## config.mk

```make
export PLATFORM = sky130hd
export DESIGN_NAME = store_narrow_rmw_flat
export DESIGN_NICKNAME = d
export VERILOG_FILES = /design/src/rtl/store_narrow_rmw_if.sv /design/src/rtl/store_narrow_rmw.sv /design/src/flat_wrapper.sv
export SDC_FILE = /design/constraint.sdc
export NUM_CORES = 1
export LEC_CHECK = 0
export ABC_AREA = 0
export CORE_MARGIN = 4
export CORE_UTILIZATION = 47
export DETAILED_ROUTE_END_ITERATION = 8
export GPL_TIMING_DRIVEN = 0
export PLACE_DENSITY = 0.95
export SYNTH_ARGS = -nofsm -noshare
export SYNTH_HDL_FRONTEND = slang
export SYNTH_SLANG_ARGS = --single-unit
```

## constraint.sdc

```tcl
create_clock -name clk -period 5.2 [get_ports clk]
set_input_delay 0.78 -clock clk [delete_from_list [all_inputs] [get_ports clk]]
set_output_delay 0.78 -clock clk [all_outputs]
set_load 0.005 [all_outputs]
```

## src/rtl/store_narrow_rmw_if.sv

```systemverilog
// Store-path bus bundle: datapath store request plus data-memory port.
// slave = the store unit, master = requester/memory side.
interface store_narrow_rmw_if #(
    parameter int ADDR_W = 32
);
    logic              req_valid;
    logic              req_ready;
    logic [ADDR_W-1:0] req_addr;
    logic [31:0]       req_data;
    logic [1:0]        req_size;
    logic [ADDR_W-1:0] mem_addr;
    logic              mem_rd_en;
    logic [31:0]       mem_rdata;
    logic              mem_wr_en;
    logic [31:0]       mem_wdata;
    logic              done;
    logic              misaligned;

    modport slave (
        input  req_valid, req_addr, req_data, req_size, mem_rdata,
        output req_ready, mem_addr, mem_rd_en, mem_wr_en, mem_wdata,
        output done, misaligned
    );

    modport master (
        output req_valid, req_addr, req_data, req_size, mem_rdata,
        input  req_ready, mem_addr, mem_rd_en, mem_wr_en, mem_wdata,
        input  done, misaligned
    );
endinterface

```

## src/rtl/store_narrow_rmw.sv

```systemverilog
// Narrowing store unit: SB/SH/SW into a word memory without byte enables.
// Ports: clk, reset (sync, active high), bus (store_narrow_rmw_if.slave).
module store_narrow_rmw #(
    parameter int ADDR_W     = 32,
    parameter bit BIG_ENDIAN = 1'b0
) (
    input  logic clk,
    input  logic reset,
    store_narrow_rmw_if.slave bus
);
    typedef enum logic [2:0] {
        S_IDLE,
        S_READ,
        S_MERGE,
        S_WRITE,
        S_ERR
    } state_e;

    localparam logic [1:0] SZ_B = 2'b00;
    localparam logic [1:0] SZ_H = 2'b01;
    localparam logic [1:0] SZ_W = 2'b10;

    state_e            state_q, state_d;
    logic [ADDR_W-1:0] addr_q, addr_d;
    logic [15:0]       data_q, data_d;
    logic [1:0]        size_q, size_d;
    logic [31:0]       wdata_q, wdata_d;

    logic        req_err;
    logic [1:0]  blane;
    logic        hlane;
    logic [31:0] merged;

    always_comb begin
        req_err = 1'b0;
        unique case (bus.req_size)
            SZ_B:    req_err = 1'b0;
            SZ_H:    req_err = bus.req_addr[0];
            SZ_W:    req_err = (bus.req_addr[1:0] != 2'b00);
            default: req_err = 1'b1;
        endcase
    end

    // Lane of the addressed byte/halfword inside the memory word.
    always_comb begin
        if (BIG_ENDIAN) begin
            blane = 2'd3 - addr_q[1:0];
            hlane = ~addr_q[1];
        end else begin
            blane = addr_q[1:0];
            hlane = addr_q[1];
        end
    end

    always_comb begin
        merged = bus.mem_rdata;
        unique case (size_q)
            SZ_B:    merged[{blane, 3'b000} +: 8]  = data_q[7:0];
            SZ_H:    merged[{hlane, 4'b0000} +: 16] = data_q;
            default: merged = bus.mem_rdata;
        endcase
    end

    always_ff @(posedge clk) begin
        if (reset) begin
            state_q <= S_IDLE;
            addr_q  <= '0;
            data_q  <= '0;
            size_q  <= '0;
            wdata_q <= '0;
        end else begin
            state_q <= state_d;
            addr_q  <= addr_d;
            data_q  <= data_d;
            size_q  <= size_d;
            wdata_q <= wdata_d;
        end
    end

    always_comb begin
        state_d = state_q;
        addr_d  = addr_q;
        data_d  = data_q;
        size_d  = size_q;
        wdata_d = wdata_q;
        unique case (state_q)
            S_IDLE: begin
                if (bus.req_valid) begin
                    addr_d = bus.req_addr;
                    data_d = bus.req_data[15:0];
                    size_d = bus.req_size;
                    if (req_err) begin
                        state_d = S_ERR;
                    end else if (bus.req_size == SZ_W) begin
                        // Full word needs no read; it is the merged word.
                        wdata_d = bus.req_data;
                        state_d = S_WRITE;
                    end else begin
                        state_d = S_READ;
                    end
                end
            end
            S_READ:  state_d = S_MERGE;
            S_MERGE: begin
                wdata_d = merged;
                state_d = S_WRITE;
            end
            S_WRITE: state_d = S_IDLE;
            S_ERR:   state_d = S_IDLE;
            default: state_d = S_IDLE;
        endcase
    end

    assign bus.req_ready  = (state_q == S_IDLE);
    assign bus.mem_addr   = {addr_q[ADDR_W-1:2], 2'b00};
    assign bus.mem_rd_en  = (state_q == S_READ);
    assign bus.mem_wr_en  = (state_q == S_WRITE);
    assign bus.mem_wdata  = wdata_q;
    assign bus.done       = (state_q == S_WRITE);
    assign bus.misaligned = (state_q == S_ERR);
endmodule

```

## src/flat_wrapper.sv

```systemverilog
// flat-port wrapper written by rule: the top's interface ports become plain ports
module store_narrow_rmw_flat 
#(
    parameter int ADDR_W     = 32,
    parameter bit BIG_ENDIAN = 1'b0
)
  (clk, reset, bus_req_valid, bus_req_addr, bus_req_data, bus_req_size, bus_mem_rdata, bus_req_ready, bus_mem_addr, bus_mem_rd_en, bus_mem_wr_en, bus_mem_wdata, bus_done, bus_misaligned);
  store_narrow_rmw_if #(.ADDR_W(ADDR_W)) bus_i ();
  input  logic clk;
  input  logic reset;
  input wire logic [$bits(bus_i.req_valid)-1:0] bus_req_valid;
  input wire logic [$bits(bus_i.req_addr)-1:0] bus_req_addr;
  input wire logic [$bits(bus_i.req_data)-1:0] bus_req_data;
  input wire logic [$bits(bus_i.req_size)-1:0] bus_req_size;
  input wire logic [$bits(bus_i.mem_rdata)-1:0] bus_mem_rdata;
  output wire logic [$bits(bus_i.req_ready)-1:0] bus_req_ready;
  output wire logic [$bits(bus_i.mem_addr)-1:0] bus_mem_addr;
  output wire logic [$bits(bus_i.mem_rd_en)-1:0] bus_mem_rd_en;
  output wire logic [$bits(bus_i.mem_wr_en)-1:0] bus_mem_wr_en;
  output wire logic [$bits(bus_i.mem_wdata)-1:0] bus_mem_wdata;
  output wire logic [$bits(bus_i.done)-1:0] bus_done;
  output wire logic [$bits(bus_i.misaligned)-1:0] bus_misaligned;
  assign bus_i.req_valid = bus_req_valid;
  assign bus_i.req_addr = bus_req_addr;
  assign bus_i.req_data = bus_req_data;
  assign bus_i.req_size = bus_req_size;
  assign bus_i.mem_rdata = bus_mem_rdata;
  assign bus_req_ready = bus_i.req_ready;
  assign bus_mem_addr = bus_i.mem_addr;
  assign bus_mem_rd_en = bus_i.mem_rd_en;
  assign bus_mem_wr_en = bus_i.mem_wr_en;
  assign bus_mem_wdata = bus_i.mem_wdata;
  assign bus_done = bus_i.done;
  assign bus_misaligned = bus_i.misaligned;
  store_narrow_rmw #(.ADDR_W(ADDR_W), .BIG_ENDIAN(BIG_ENDIAN)) u_core (.clk(clk), .reset(reset), .bus(bus_i));
endmodule
```

-- Word-level counts from Yosys, hierarchy flattened
Index checks and enable logic that the tools add are counted.
- mux-type cells: 12
- shifts and indexed selects: 4
- reduce and logical (&&, ||, !) cells: 7
- equality and inequality tests: 10
- add/sub/neg operators: 2
- operator list (cell ; number):
    case mux 32 bit (2 select lines) ; 2
    two-way mux 32 bit ; 3
    bitwise mux 32 bit ; 2
    variable shift 16 x 7 -> 32 bit, first input constant ; 1
    variable shift 8 x 7 -> 32 bit, first input constant ; 1
    variable part select 16 x 7 -> 32 bit ; 1
    variable part select 8 x 7 -> 32 bit ; 1
    negator 5 -> 7 bit ; 2
    case mux 3 bit (3 select lines) ; 1
    == test 3 x 2 -> 1 bit, second input constant ; 2
    two-way mux 3 bit ; 2
    == test 2 x 1 -> 1 bit, second input constant ; 2
    zero test 2 bit ; 2
    != test 2 bit, second input constant ; 2
    AND reduction 4 bit ; 1
    nonzero test 2 bit ; 2
    == test 3 x 1 -> 1 bit, second input constant ; 1
    == test 3 bit, second input constant ; 1
    zero test 3 bit ; 1
    case mux 1 bit (3 select lines) ; 1
    == test 2 bit, second input constant ; 1
    two-way mux 2 bit ; 1
    != test 2 x 1 -> 1 bit, second input constant ; 1
    AND reduction 2 bit ; 1
- bits of input ports: 101
- register bits: 85
- output and inout bits: 69

-- Depth between registers and ports, before layout
- word-level depth: 5
- gate-level depth with buffers: 7
- gate-level depth less buffers: 6

-- Least setup slack after synthesis
OpenSTA, ideal clock, no wires.
- path type: reg-to-reg
- start: register u_core.addr_q[1]
- end: register u_core.wdata_q[14] (netlist: u_core.bus.mem_wdata[14])
- slack: 3283 ps
- setup time: 129 ps
- cell stages (with the launch flop): 8
- arrival time: 1789 ps
- data required time: 5071 ps
- path through: dfxtp_1 > buf_2 > inv_1 > ha_1 > and4bb_1 > and3_1 > a2111oi_0 > o2bb2ai_1
- word-level cells in the longest chain between the ends: 5
- RTL lines (item ; line ; source):
    from (decl) ; store_narrow_rmw.sv:24 ; logic [ADDR_W-1:0] addr_q, addr_d;
    from (signal assigned) ; store_narrow_rmw.sv:73 ; addr_q <= addr_d;
    negator 5 -> 7 bit, on equally long branches ; store_narrow_rmw.sv:59, store_narrow_rmw.sv:58 ;
    variable part select 16 x 7 -> 32 bit, or another cell as far along ; store_narrow_rmw.sv:59 ; SZ_H: merged[{hlane, 4'b0000} +: 16] = data_q;
    bitwise mux 32 bit, on equally long branches ; store_narrow_rmw.sv:59, store_narrow_rmw.sv:58 ;
    case mux 32 bit (2 select lines) (*) ; store_narrow_rmw.sv:57 ; unique case (size_q)
    case mux 32 bit (2 select lines) (*) ; store_narrow_rmw.sv:86 ; unique case (state_q)
    to (signal assigned) ; store_narrow_rmw.sv:76 ; wdata_q <= wdata_d;
    to (decl) ; store_narrow_rmw.sv:27 ; logic [31:0] wdata_q, wdata_d;
Every way passes the cells marked *; elsewhere a longest branch is shown, timed or not.
A chain may end at the register's enable or synchronous reset.

-- Final worst setup path
- start: register u_core.state_q[0]
- end: output bus_mem_wr_en
- word-level cells in the longest chain between the ends: 1
- RTL lines (item ; line ; source):
    from (decl) ; store_narrow_rmw.sv:23 ; state_e state_q, state_d;
    from (signal assigned) ; store_narrow_rmw.sv:72 ; state_q <= state_d;
    == test 3 x 2 -> 1 bit ; store_narrow_rmw.sv:117 ; assign bus.mem_wr_en = (state_q == S_WRITE);
    to (decl) ; flat_wrapper.sv:19 ; output wire logic [$bits(bus_i.mem_wr_en)-1:0] bus_mem_wr_en;
Every way passes these cells.

==> flow_summary.yaml <==
status:
  outcome: "completed"
setup_path:
  crit_family: "buffers and inverters"
  cp.required_ns: 4.42
  crit_fanout: 8
  cp-end-kind: "output pin"
  reg2regPathDepth: 7
  worstReg2RegStart: "u_core.addr_q[1]"
  startpoint_type: "flip-flop"
  critPathKind: "flip-flop to output pin"
  r2r_slack_ns: 2.80
  crit_arrival_ns: 1.73
  slowest_stage: "dfxtp_1"
  cp_cell_sequence: "and3b_1 > buf_4 > clkdlybuf4s50_1"
  rr_endpoint: "u_core.bus.mem_wdata[15]"
  slowest_delay_ns: 0.49
  crit_buf_inv: 2
logic_synthesis:
  synth_xor_area_share_pct: 0
  synthAdderAreaFrac_pct: 1.504
  synth-simple-area-share_pct: 21.06
  syn_avg_cell_area_sq_um: 8.351
  synth_top_family_by_area: "compound AO/OA/AOI/OAI gates"
  synth_warnings: 0
  syn_inst: 498
  ys_ff_latch: 85
  synth-compound-area-share_pct: 25.72
  ys_seq_area_share_pct: 40.91
  synth.area.mux_share_pct: 0.2407
  ys_types: 44
  synth_area_sq_mm: 0.004159
grt:
  grt_pass1_vias: 4545
  gr-usage-met3_pct: 11.40
  grt_max_degree: 16
  antenna_found_initial: 0
  met1_usage_pct: 30.57
  grtUsageMet2_pct: 46.53
  grt_usage_pct: 27.85
  grt_pass1_wl_mm: 22.58
  busiest_layer: "met2"
  gr-total-overflow: 0
floorplan:
  die_area_sq_mm: 0.01042
  core_area_sq_mm: 0.008678
  initial_core_util_pct: 47.92
  die_height_um: 102.1
  num_rows: 34
  die_w_um: 102.1
  top_level_ports: 170
sta:
  max_freq_mhz: 397.9
  rsz0062_at_grt: "no"
  setup_viol: 0
  max_slew_margin_pct: 62.14
  setup_tns_ns: 0
  fin_ws_ns: 2.687
  min_period_over_period_pct: 48.34
  hold_viol_final: 0
  tightest_slew_ns: 0.5654
  skew_ns: 0.01272
  finalCriticalPeriod_ns: 2.513
  slew_violations: 0
clocking:
  cts_buffers: 9
  cts_root_buffer: "clkbuf_8"
  cts_hold_buf: 0
  cts_resized: 0
  cts_tree: "yes"
  clk_path_buf_depth: 2
  cts_sinks: 85
  cts_max_level: 3
  postCtsSetupRepairBufs: 0
  clk_latency_ns: 0.36
  clk_pin_slew_ns: 0.09
flow_run:
  max_cap_viol_count: 0
route:
  drc: 0
  initialDrtViolationCount: 235
  routed_wl_mm: 14.61
  vias: 4534
  via_per_inst: 5.739
  drtAntennaViolNets: 0
  firstDrtPassIters: 5
  wl_per_cell_um: 18.49
final_layout:
  antennaDiodeCount: 0
  fillers: 657
  area.growth.synth_to_final_pct: 49.07
  finalCoreUtilization_pct: 71.44
  finalNetCount: 783
  drive_gt1_share_pct: 11.73
  final_area_sq_mm: 0.006200
power_and_ir_drop:
  max-vdd-ir-drop_v: 0.0001976
  power_density_mw_per_mm2: 282.3
  leakagePower_nw: 2.327
min_path:
  min_from: "u_core.addr_q[27]"
  hold_path_end: "u_core.addr_q[27]"
  hp-class: "flip-flop to flip-flop"
  hold_depth: 2
placed_design:
  io_buffers: 167
  dp.final_hpwl_mm: 11.14
  gp_congestion: 0.9465
  pre_cts_ws_ns: 2.563
  placed_area_sq_mm: 0.005969
-- Yosys cell counts --
cell	count	area [sq um]
nand4_1	3	18.77
buf_4	34	255.2
nor3_1	3	15.01
and2b_2	1	8.760
buf_1	1	3.750
and3b_1	1	8.760
o21ai_1	16	80.08
inv_1	3	11.26
nor3b_2	2	25.02
o21ai_2	3	26.28
a21oi_1	64	320.3
a32o_2	1	11.26
mux2i_1	1	10.01
nand3_1	12	60.06
a41o_1	2	20.02
a2111oi_0	8	70.07
or2_2	1	6.260
conb_1	1	3.750
ha_1	5	62.56
buf_2	15	75.07
nand2_1	102	382.9
nor4b_4	1	23.77
and2_1	11	68.82
and4_1	6	52.55
a22o_1	3	26.28
inv_2	1	3.750
o2bb2ai_1	30	262.8
o21a_1	3	22.52
and2_0	1	6.260
o21ai_0	10	50.05
nor4b_2	1	15.01
a211o_1	1	8.760
and3_1	8	50.05
nor3b_1	2	15.01
nor4b_1	5	43.79
nor2_1	3	11.26
and4bb_1	1	12.51
nor2b_1	5	31.28
a31oi_1	5	31.28
clkbuf_1	17	63.81
nor3_2	2	20.02
dfxtp_1	85	1702
a221oi_1	16	140.1
buf_6	2	22.52
-- worst reg2reg max path, cell delays in order (launching register included) --
cell and delay [ns]:
dfxtp_1 0.36, buf_2 0.22, inv_1 0.11, ha_1 0.36, and4bb_1 0.34, and3_1 0.22
a2111oi_0 0.49, o2bb2ai_1 0.17
-- layer usage --
metal | routed length [um] | vias up
met5 | 0 | -
met4 | 726 | 0
met3 | 1680 | 55
met2 | 6864 | 235
met1 | 5335 | 2129
li1 | - | 2115
-- layout make-up --
type	instances	area, sq um	area share [%]
clock inverters	6	92.59	1.493
multi-input cells	341	2026	32.67
plain buffers	69	420.4	6.781
clock buffers	10	137.6	2.220
repair buffers	167	1672	26.96
well taps	108	135.1	2.180
inverters	4	15.01	0.2422
flip-flops and latches	85	1702	27.45
-- registers in the layout (all words and copies together) (netlist names) --
signal,flops
u_core.state_q,3
u_core.addr_q,32
u_core.size_q,2
u_core.data_q,16
u_core.bus.mem_wdata,32
-- layout by cell type, fill, tap and decap left out, types with 3 or more instances in the layout --
master,netlist,layout
buf_2,15,15
o2bb2ai_1,30,30
nor2b_1,5,5
a31oi_1,5,5
nand3_1,12,12
clkbuf_8,0,10
a22o_1,3,3
nor4b_1,5,5
o21ai_1,16,16
and3_1,8,8
o21ai_2,3,3
a221oi_1,16,16
nand2_1,102,102
o21ai_0,10,10
nor2_1,3,3
inv_1,3,3
and4_1,6,6
clkbuf_1,17,17
nand4_1,3,3
nor3_1,3,3
ha_1,5,5
o21a_1,3,3
a21oi_1,64,64
clkdlybuf4s50_1,0,167
and2_1,11,11
a2111oi_0,8,8
buf_4,34,34
dfxtp_1,85,85
-- cell families (layout without fill, tap and decap cells) --
group,count (synthesis),after routing
other cells,1,2
buf+inv,73,256
mux,1,1
compound gates,162,162
fa+ha+maj,5,5
simple gates,171,171
flops,85,85
-- report_power, final --
part | leakage [nW] | internal [W] | total [W] | switching (W)
Sequential | 0.696 | 0.000708 | 0.000755 | 0.0000466
Combinational | 1.52 | 0.000242 | 0.000449 | 0.000207
Clock | 0.115 | 0.000288 | 0.000547 | 0.000258
-- worst max path at each step --
| stage | from | to | slack (ns) | depth (start not counted) |
|---|---|---|---|---|
| 6_report | u_core.state_q[0] | bus_mem_wr_en | 2.69 | 3 |
| 5_1_grt | u_core.state_q[0] | bus_mem_wr_en | 2.61 | 3 |
| 4_1_cts | u_core.state_q[0] | bus_mem_wr_en | 2.68 | 3 |
| 3_5_place_dp | bus_req_addr[0] | u_core.bus.mem_wdata[15] | 2.56 | 6 |
| 3_3_place_gp | bus_req_addr[0] | u_core.bus.mem_wdata[13] | 2.62 | 6 |
| 2_1_floorplan | u_core.addr_q[1] | u_core.bus.mem_wdata[14] | 3.28 | 7 |
-- through the flow --
step,instances,total power (W),hold slack (ns)
2_1_floorplan,499,0.0009653,0.4367
3_3_place_gp,774,0.001199,0.4431
3_5_place_dp,774,0.001211,0.4499
4_1_cts,790,0.001750,0.4661
5_1_grt,790,0.001826,0.4794
6_report,790,0.001750,0.4613
Power figures use the tool's default switching activity.
